## config.mk

```make
export PLATFORM = sky130hd
export DESIGN_NAME = gpio_uart_tx
export DESIGN_NICKNAME = d
export VERILOG_FILES = /design/src/rtl/gpio_uart_tx.sv
export SDC_FILE = /design/constraint.sdc
export NUM_CORES = 1
export LEC_CHECK = 0
export CORE_MARGIN = 3
export CORE_UTILIZATION = 45
export CTS_BUF_LIST = sky130_fd_sc_hd__clkbuf_4 sky130_fd_sc_hd__clkbuf_8
export CTS_CLUSTER_SIZE = 8
export DETAILED_ROUTE_END_ITERATION = 6
export PLACE_DENSITY = 0.64
export SYNTH_ARGS = -nofsm -noshare
export SYNTH_HDL_FRONTEND = slang
export SYNTH_SLANG_ARGS = --single-unit
export TNS_END_PERCENT = 30
```

## constraint.sdc

```tcl
create_clock -name clk -period 9.25 [get_ports clk]
set_clock_uncertainty 0.05 [all_clocks]
set_input_delay 1.85 -clock clk [delete_from_list [all_inputs] [get_ports clk]]
set_output_delay 1.85 -clock clk [all_outputs]
set_load 0.05 [all_outputs]
```

## src/rtl/gpio_uart_tx.sv

```systemverilog
// gpio_uart_tx
//   Watches the cpu gpio word and sends every change off-chip as UART 8N1.
//   Changed words go into a small circular FIFO. Each word is sent as
//   DATA_WIDTH/8 frames, most significant byte first. Each byte is LSB first.
//
// Ports
//   clk       system clock, rising edge
//   reset_n   asynchronous reset, active low
//   gpio      cpu gpio word, synchronous to clk
//   enable    1 = queue changes, 0 = ignore them (last sample still tracks gpio)
//   tx        UART serial out, idle high, driven from a flop
//   busy      frame on the wire or FIFO not empty
//   overflow  sticky: a change was dropped because the FIFO was full
//   level     number of words currently queued
module gpio_uart_tx #(
  parameter int DATA_WIDTH      = 32,
  parameter int CLKS_PER_BIT    = 868,
  parameter int FIFO_ADDR_WIDTH = 3
) (
  input  logic                       clk,
  input  logic                       reset_n,
  input  logic [DATA_WIDTH-1:0]      gpio,
  input  logic                       enable,
  output logic                       tx,
  output logic                       busy,
  output logic                       overflow,
  output logic [FIFO_ADDR_WIDTH:0]   level
);

  localparam int DEPTH  = 1 << FIFO_ADDR_WIDTH;
  localparam int NBYTES = DATA_WIDTH / 8;
  localparam int BYTE_W = (NBYTES > 1) ? $clog2(NBYTES) : 1;
  localparam int BAUD_W = $clog2(CLKS_PER_BIT);

  localparam logic [FIFO_ADDR_WIDTH:0] FULL_LVL  = (FIFO_ADDR_WIDTH+1)'(DEPTH);
  localparam logic [BYTE_W-1:0]        LAST_BYTE = BYTE_W'(NBYTES - 1);
  localparam logic [BAUD_W-1:0]        BAUD_LAST = BAUD_W'(CLKS_PER_BIT - 1);

  typedef enum logic [1:0] {IDLE, START, DATA, STOP} state_t;

  // Capture stage: the compare result and the new word are registered, so a
  // change stable at edge n is written into the FIFO at edge n+1.
  logic [DATA_WIDTH-1:0] g_q;
  logic [DATA_WIDTH-1:0] push_data;
  logic                  push_r;

  // FIFO
  logic [DATA_WIDTH-1:0]      mem [DEPTH];
  logic [FIFO_ADDR_WIDTH-1:0] wr_ptr;
  logic [FIFO_ADDR_WIDTH-1:0] rd_ptr;
  logic                       full;
  logic                       pop;
  logic                       wr_en;

  // Transmitter
  state_t                state;
  logic [BAUD_W-1:0]     baud_cnt;
  logic [2:0]            bit_cnt;
  logic [BYTE_W-1:0]     byte_idx;
  logic [DATA_WIDTH-1:0] word;
  logic [7:0]            cur_byte;

  assign full     = (level == FULL_LVL);
  assign pop      = (state == IDLE) && (level != '0);
  // A push into a full FIFO still lands when the same edge pops the head.
  assign wr_en    = push_r && (!full || pop);
  assign cur_byte = word[DATA_WIDTH-1 -: 8];
  assign busy     = (state != IDLE) || (level != '0);

  always_ff @(posedge clk or negedge reset_n) begin
    if (!reset_n) begin
      g_q       <= '0;
      push_data <= '0;
      push_r    <= 1'b0;
    end else begin
      g_q       <= gpio;
      push_data <= gpio;
      push_r    <= enable && (gpio != g_q);
    end
  end

  always_ff @(posedge clk) begin
    if (wr_en) mem[wr_ptr] <= push_data;
  end

  always_ff @(posedge clk or negedge reset_n) begin
    if (!reset_n) begin
      wr_ptr   <= '0;
      rd_ptr   <= '0;
      level    <= '0;
      overflow <= 1'b0;
    end else begin
      if (wr_en) wr_ptr <= wr_ptr + 1'b1;
      if (pop)   rd_ptr <= rd_ptr + 1'b1;
      case ({wr_en, pop})
        2'b10:   level <= level + 1'b1;
        2'b01:   level <= level - 1'b1;
        default: level <= level;
      endcase
      if (push_r && !wr_en) overflow <= 1'b1;
    end
  end

  always_ff @(posedge clk or negedge reset_n) begin
    if (!reset_n) begin
      state    <= IDLE;
      baud_cnt <= '0;
      bit_cnt  <= '0;
      byte_idx <= '0;
      word     <= '0;
      tx       <= 1'b1;
    end else begin
      case (state)
        IDLE: begin
          tx <= 1'b1;
          if (pop) begin
            word     <= mem[rd_ptr];
            byte_idx <= '0;
            baud_cnt <= '0;
            tx       <= 1'b0;
            state    <= START;
          end
        end
        START: begin
          if (baud_cnt == BAUD_LAST) begin
            baud_cnt <= '0;
            bit_cnt  <= '0;
            tx       <= cur_byte[0];
            state    <= DATA;
          end else begin
            baud_cnt <= baud_cnt + 1'b1;
          end
        end
        DATA: begin
          if (baud_cnt == BAUD_LAST) begin
            baud_cnt <= '0;
            if (bit_cnt == 3'd7) begin
              tx    <= 1'b1;
              state <= STOP;
            end else begin
              bit_cnt <= bit_cnt + 3'd1;
              tx      <= cur_byte[bit_cnt + 3'd1];
            end
          end else begin
            baud_cnt <= baud_cnt + 1'b1;
          end
        end
        STOP: begin
          if (baud_cnt == BAUD_LAST) begin
            baud_cnt <= '0;
            if (byte_idx != LAST_BYTE) begin
              byte_idx <= byte_idx + 1'b1;
              word     <= word << 8;
              tx       <= 1'b0;
              state    <= START;
            end else begin
              tx    <= 1'b1;
              state <= IDLE;
            end
          end else begin
            baud_cnt <= baud_cnt + 1'b1;
          end
        end
        default: begin
          tx    <= 1'b1;
          state <= IDLE;
        end
      endcase
    end
  end

endmodule

```

# [Yosys cells after proc, flatten, opt, wreduce, memory -nomap -nowiden]
# Memory sizes are Yosys's and may differ from the RTL's.
# Cells that the tools add are included.
# Widths: inputs -> output; s select.
[word_totals] memories=1 word_cells=91 regBits=94 ramBits=256 output_inout_bits=7 input_bits=35
[classes] muxes=34 reduce_logical=19 n_lt_le_gt_ge=1 n_addsub=7 eq_ne=17
[memory_table] name="mem" depth=8 word_bits=32 rd=1 rd_ports_with_merged_regs=0 write_ports=1 line_no="48" text="logic [DATA_WIDTH-1:0] mem [DEPTH];"
[ops] operator="$mux 32" count=3
[ops] operator="$pmux 32 s2" count=1
[ops] operator="$ne 32x32->1" count=1
[ops] operator="$mux 10" count=2
[ops] operator="$pmux 10 s2" count=1
[ops] operator="$mux 2" count=8
[ops] operator="$ne 2x2->1 const B" count=8
[ops] operator="$add 10x1->10 const B" count=1
[ops] operator="$eq 10x10->1 const B" count=1
[ops] operator="$mux 1" count=10
[ops] operator="$add 3x1->3 const B" count=3
[ops] operator="$mux 3" count=3
[ops] operator="$pmux 2 s4" count=1
[ops] operator="$pmux 4 s2" count=1
[ops] operator="$reduce_and 4->1" count=2
[ops] operator="$reduce_bool 2->1" count=4
[ops] operator="$eq 2x2->1 const B" count=3
[ops] operator="$pmux 3 s2" count=1
[ops] operator="$reduce_and 5->1" count=1
[ops] operator="$add 4x1->4 const B" count=1
[ops] operator="$eq 2x1->1 const B" count=2
[ops] operator="$eq 4x4->1 const B" count=1
[ops] operator="$logic_and 1x1->1" count=4
[ops] operator="$lt 3x4->1 const B" count=1
[ops] operator="12 further kinds" count=14

# [Longest topological paths before layout]
# Gate-level depths: netlist (run 1).
[logic_depth] depth_word=6 ltp_mapped=11 mapped_depth_nobuf=10

# [Worst setup path before layout (run 1)]
# No wires, ideal clock.
[synth_path] kind="flip-flop to flip-flop" start="register level[1]" end="memory mem[0][0], enable pin" path_buffers=0 period_less_slack_ns=3.991 arrival_time_ns=3.480 stages_incl_launch_ff=5 required_ns=8.739 setup_ns=0.461 slack_ns=5.259 path_cell_list="dfrtp_1 > or3_1 > o21a_1 > nand2b_1 > nor3_1"
[synth_via] elab_chain_cells=6 elab_cells_between_ends=8 cone_classes="eq/ne (1); mux (2); reduce/logical (5)"
[synth_lines] item="from (decl)" line_no="27" text="output logic [FIFO_ADDR_WIDTH:0] level"
[synth_lines] item="from (signal assigned)" line_no="96" text="2'b10: level <= level + 1'b1;"
[synth_lines] item="from (signal assigned)" line_no="97" text="2'b01: level <= level - 1'b1;"
[synth_lines] item="from (signal assigned)" line_no="98" text="default: level <= level;"
[synth_lines] item="$eq 4x4->1 or $reduce_bool 4->1 (tied branches)" line_no="63, 64"
[synth_lines] item="$logic_not 1->1 or $logic_and 1x1->1 (tied branches)" line_no="66, 64"
[synth_lines] item="$logic_or 1x1->1 *" line_no="66" text="assign wr_en = push_r && (!full || pop);"
[synth_lines] item="$logic_and 1x1->1 *" line_no="66"
[synth_lines] item="$mux 1 *" line_no="83" text="if (wr_en) mem[wr_ptr] <= push_data;"
[synth_lines] item="$mux 1 (implied by the code) *" line_no="83"
[synth_lines] item="to (decl)" line_no="48"
# Every way passes the cells marked *; elsewhere a longest branch is shown, timed or not.

# [Worst setup path after layout (run 1)]
[layout_path] start="register state[0]" end="output port busy"
[layout_via] elab_chain_cells=2
[layout_lines] item="from (decl)" line_no="56" text="state_t state;"
[layout_lines] item="from (signal assigned)" line_no="106" text="state <= IDLE;"
[layout_lines] item="from (signal assigned)" line_no="121" text="state <= START;"
[layout_lines] item="from (signal assigned)" line_no="129" text="state <= DATA;"
[layout_lines] item="$reduce_bool 2->1" line_no="68" text="assign busy = (state != IDLE) || (level != '0);"
[layout_lines] item="$logic_or 1x1->1" line_no="68"
[layout_lines] item="to (decl)" line_no="25" text="output logic busy,"
# Every way passes these cells.

==> flow_summary.yaml, run 1 <==
global_route:
  gr-usage-all-layers_pct: 18.4
  antenna_found_initial: 0
  grt_pass1_wl_mm: 45.9
  grt_start_max_net_pins: 76
  grt_pass1_vias: 7673
  grt-ovfl-total: 0
floorplan:
  initial_core_util_pct: 46.3
  fp-row-count: 63
  coreArea_um2: 30000
  die_h_um: 182
  die_x_um: 182
  dieArea_um2: 33000
  io-pin-count: 42
placement:
  pre_cts_ws_ns: 5.04
  dp.cells: 1157
  gp_congestion: 0.735
  dpl.hpwl_mm: 17.0
  io_buffers: 41
logic_synthesis:
  synth_common_cells: "edfxtp_1, dfrtp_1, mux4_2"
  yosys_warnings: 0
  synth.largest_area_cell: "edfxtp_1"
  ys_seq_elements: 350
  ys_seq_area_share_pct: 72.2
  ys_top_cells_by_area: "edfxtp_1, dfrtp_1, mux4_2"
  syn-num-nets: 790
  syn_avg_cell_area_um2: 18.7
  syn-instance-count: 742
  synth_top_area_share_pct: 55.3
  synthArstFlopShare_pct: 26.9
  syn_area_um2: 13900
  yosysMostFrequentCell: "edfxtp_1"
  synth_ff_type: "edfxtp_1"
  synth_edf_count: 256
  ys_types: 54
setup_path:
  crit_path_frequent_cell: "inv_1"
  slowest_delay_ns: 0.75
  critical_path_class: "reg -> out"
  crit_path_start_kind: "flip-flop"
  crit_arrival_ns: 2.92
  crit_buf_inv: 3
  required_ns: 7.35
  path_delay_family: "buffers and inverters"
  crit_fanout: 11
  endpoint_kind: "output pin"
  crit_chain: "inv_1 > ha_1 > and2_1 > inv_1 > clkdlybuf4s50_1"
  critPathSlowestCell: "clkdlybuf4s50_1"
power:
  swShare_pct: 31.5
  p_switching_mw: 1.57
  pwr-share-comb_pct: 30.4
  clock_power_share_pct: 26.3
  total_power_mw: 5.00
  power_per_cell_area_nw_per_um2: 314
  ir_drop_mv: 0.194
  internal_power_mw: 3.43
  seqPwrFrac_pct: 43.3
  p_leak_nw: 5.57
timing:
  setup_viol: 0
  relSlewSlack_pct: 22.0
  min_period_over_period_pct: 52.1
  fin_ws_ns: 4.43
  max_freq_mhz: 207
  tns_ns: 0
  period_minus_slack_ns: 4.82
  finalHoldViolations: 0
  maxSlewViolCount: 0
  rsz0062_at_grt: "false"
  worst_pin_slew_ns: 1.16
clock_tree:
  post_cts.repair.setup_buffers: 0
  clock_path_buffers: 3
  clock_latency_ns: 0.60
  htree_levels: 2
  cts-root-buf: "clkbuf_8"
  cts_hold_buf: 0
  post_cts_resized: 0
  cts_tree: "yes"
  cts_buffers: 55
  clock-sinks: 350
  clk_pin_slew_ns: 0.06
layout:
  utilization_pct: 53.1
  n_antenna_cell: 0
  layout-drive-gt1-share_pct: 25.3
  syn2layout_area_growth_pct: 14.6
  finalNetCount: 872
  stdcell_count: 1256
drt:
  drt_first_pass_iters: 5
  wl_mm: 29.9
  ant_nets: 0
  routed_via_density: 5.61
  vias: 7050
  drc_errors: 0
  drt_iter0_drc: 429
  wl_per_cell_um: 23.8
min_path:
  hold_class: "reg -> reg"
outcome:
  outcome: "complete, no violations"
job:
  drv_cap: 0
==> worst min-delay path: stages, from the launching register on <==
cell and delay [ns]:
dfstp_2 0.37, nand2_1 0.05, o31ai_1 0.06
==> sequential cells by signal, indices dropped and copies added, names as in the netlist, 2 cells and up <==
signal     cells
baud_cnt      10
bit_cnt        3
byte_idx       2
level          4
mem          256
push_data     32
rd_ptr         3
state          2
word          32
wr_ptr         3
==> cells in the final DEF, fill, tap and decap left out, types with 8 or more instances in the layout <==
cell type / instances
a21oi_1: 23
buf_4: 16
clkbuf_4: 34
clkbuf_8: 58
clkdlybuf4s50_1: 40
dfrtp_1: 90
edfxtp_1: 256
ha_1: 12
inv_1: 25
mux2_4: 13
mux2i_1: 20
mux4_2: 66
nand2_1: 18
nand2b_1: 19
nand4_1: 9
o221ai_1: 8
o22ai_1: 24
xnor2_1: 37
==> final timing paths <==
kind / start / endpoint / slack (ns) / cells past startpoint
max in group asynchronous: reset_n / rd_ptr[0]$_DFFE_PN0N_ / 6.59 / 2
min: tx$_DFFE_PN1P_ / tx$_DFFE_PN1P_ / 0.44 / 2
max reg2reg: state[0]$_DFFE_PN0P_ / word[27]$_DFFE_PN0P_ / 6.17 / 7
min reg2reg: tx$_DFFE_PN1P_ / tx$_DFFE_PN1P_ / 0.44 / 2
min in group asynchronous: reset_n / push_data[25]$_DFF_PN0_ / 1.12 / 1
max: state[0]$_DFFE_PN0P_ / busy / 4.43 / 5
==> per-stage QoR <==
step,hold WS [ns],instance area (um2)
after floorplan,0.407,13900
after global placement,0.421,14800
after detailed placement,0.433,14800
after CTS,0.442,15900
after global routing,0.458,15900
final,0.440,15900
==> cells by family after synthesis <==
logic type | synth area share (%)
AO/OA/AOI/OAI | 4.35
XOR/XNOR | 2.46
adder cells (fa/ha/maj) | 1.22
buffers and inverters | 1.87
flip-flops | 72.2
multiplexers | 14.1
AND/OR/NAND/NOR | 3.79
==> area by class of cell <==
class	count	area, um2
Inverter	25	93.8
Clock buffer	92	1050
Sequential cell	350	10000
Multi-Input combinational cell	336	3660
Fill cell	2346	14100
Timing Repair Buffer	56	520
Clock inverter	7	80.1
Tap cell	390	488
==> per-layer routing <==
layer	GRT usage (%)	vias up	wire, um
met3	3.19	37	1390
met5	0	-	0
met4	5.36	0	590
li1	-	3114	-
met2	31.5	182	15500
met1	24.3	3717	12500
==> power by group through the flow <==
stage          registers (mW)  logic (mW)  clock network (mW)
6_report                 2.16        1.52                1.32
5_1_grt                  2.20        1.64                1.43
4_1_cts                  2.17        1.55                1.35
3_5_place_dp             2.20        1.54                   0
3_3_place_gp             2.18        1.51                   0
2_1_floorplan            2.17        1.11                   0
Note: power is estimated with default switching activity, not from simulation.
==> run 2: changes to the inputs <==
- clock period: 9.25 -> 4.5 ns (I/O delays scaled with it)
==> run 2 against run 1 <==
Register-to-register slack lost 4.7 ns. First-iteration DRC count increased by 24%. Non-clock buffer count increased by 5. Total power grew 110%. Worst setup slack lost 3.8 ns. Final cell count grew 0.72%. Sequential share of layout area is essentially flat. Sequential cell count unchanged. Largest power group unchanged. Final area about the same. Via count grew 1.3%. Die area did not move.
==> flow_summary.yaml, run 2 (synthesis results as in run 1) <==
outcome:
  outcome: "complete, no violations"
setup_path:
  crit_fanout: 11
  slowest_delay_ns: 0.75
  crit_arrival_ns: 2.94
  crit_buf_inv: 3
  endpoint_kind: "output pin"
  reg2regPathDepth: 7
  critical_path_class: "reg -> out"
  cp-startpoint: "state[0]$_DFFE_PN0P_"
  crit_chain: "inv_1 > ha_1 > and2_1 > inv_1 > clkdlybuf4s50_1"
  required_ns: 3.55
  worst-path-stages: 5
  crit_path_frequent_cell: "inv_1"
  path_delay_family: "buffers and inverters"
  r2r-start: "state[0]$_DFFE_PN0P_"
  crit_path_start_kind: "flip-flop"
  critPathSlowestCell: "clkdlybuf4s50_1"
clock_tree:
  clock_latency_ns: 0.61
  cts-root-buf: "clkbuf_8"
  post_cts.repair.setup_buffers: 0
  cts_hold_buf: 0
  post_cts_resized: 0
  clock-sinks: 350
  cts_tree: "yes"
  cts_buffers: 56
  clk_pin_slew_ns: 0.06
  htree_levels: 2
  clock_path_buffers: 3
placement:
  place_area_um2: 14800
  gp_congestion: 0.747
  dpl.hpwl_mm: 18.0
  io_buffers: 41
  dp.cells: 1162
job:
  drv_cap: 0
floorplan:
  dieArea_um2: 33000
  io-pin-count: 42
  die_h_um: 182
  fp-row-count: 63
  initial_core_util_pct: 46.3
  die_x_um: 182
  coreArea_um2: 30000
layout:
  layout-drive-gt1-share_pct: 25.3
  final_cell_mix: "edfxtp_1, dfrtp_1, mux4_2"
  largest_reg_flops: 256
  final_common_cell: "edfxtp_1"
  stdcell_count: 1265
  reg_top3: "mem (256), push_data (32), word (32)"
  finalNetCount: 878
  top_register: "mem"
  design_area_um2: 15900
  syn2layout_area_growth_pct: 14.7
  fill_cells: 2337
  n_antenna_cell: 0
timing:
  rsz0062_at_grt: "false"
  worst_pin_slew_ns: 1.16
  period_minus_slack_ns: 3.89
  maxSlewViolCount: 0
  relSlewSlack_pct: 22.3
  tns_ns: 0
  finalHoldViolations: 0
  min_period_over_period_pct: 86.5
  max_freq_mhz: 257
  setup_viol: 0
global_route:
  antenna_found_initial: 0
  grt_start_max_net_pins: 56
  grt-ovfl-total: 0
  gr-usage-all-layers_pct: 18.6
  grt_pass1_wl_mm: 46.8
  grt_pass1_vias: 7731
power:
  ir_drop_mv: 0.301
  p_leak_nw: 5.59
  power_per_cell_area_nw_per_um2: 644
  total_power_mw: 10.3
drt:
  drt_iter0_drc: 531
  ant_nets: 0
  wl_per_cell_um: 23.8
  wl_mm: 30.1
  vias: 7141
  routed_via_density: 5.65
  drt_first_pass_iters: 5
  drc_errors: 0
min_path:
  hold_class: "in -> async"
## run 2: changes by cell type in the layout (fill, tap and decap cells not counted), sizes merged
cell,previous run,this run
buf,16,21
inv,25,28
clkbuf,92,85
bufinv,1,0
clkinv,6,15
## run 2: final timing paths
path	endpoint	slack [ns]
min	push_data[20]$_DFF_PN0_	0.34
min in group clk	overflow$_DFFE_PN0P_	0.43
max	busy	0.61
max reg2reg	mem[7][30]$_DFFE_PP_	1.47
min reg2reg	overflow$_DFFE_PN0P_	0.43
max in group asynchronous	push_data[24]$_DFF_PN0_	3.08
## run 2: final cells by class
class,instances,area [um2],area share (%)
Clock inverter,18,105,0.659
Timing Repair Buffer,61,558,3.50
Sequential cell,350,10000,63.0
Multi-Input combinational cell,336,3660,22.9
Inverter,25,93.8,0.588
Tap cell,390,488,3.06
Clock buffer,85,1000,6.28
## run 2: metrics by stage
step | worst slack (ns) | util [%] | hold WS [ns]
after floorplan | 0.509 | - | 0.407
after global placement | 1.31 | 49.4 | 0.422
after detailed placement | 1.25 | 49.4 | 0.423
after CTS | 0.591 | 53.1 | 0.344
after global routing | 0.464 | 53.1 | 0.379
final | 0.609 | 53.1 | 0.335
## run 2: routing by layer
| layer | wire length (um) | vias up | GRT usage [%] |
|---|---|---|---|
| met5 | 0 | - | 0 |
| met4 | 507 | 0 | 4.91 |
| met3 | 1440 | 52 | 3.29 |
| met2 | 15200 | 190 | 31.6 |
| met1 | 12900 | 3775 | 25.1 |
| li1 | - | 3124 | - |
## run 2: worst reg2reg max path, stage by stage (launching register included)
cell and delay, ns:
dfrtp_1 0.43, inv_1 0.10, ha_1 0.38, nand2b_1 0.21
o21a_1 0.23, nand2_1 0.24, nor2_4 0.75, buf_4 0.32
## run 2: where the power goes
part | total, mW | switching (mW) | leakage [nW] | internal (mW)
sequential | 4.51 | 0.412 | 3.45 | 4.10
clock | 2.66 | 1.23 | 0.598 | 1.43
combinational | 3.10 | 1.68 | 1.54 | 1.42
total | 10.3 | 3.32 | 5.59 | 6.95
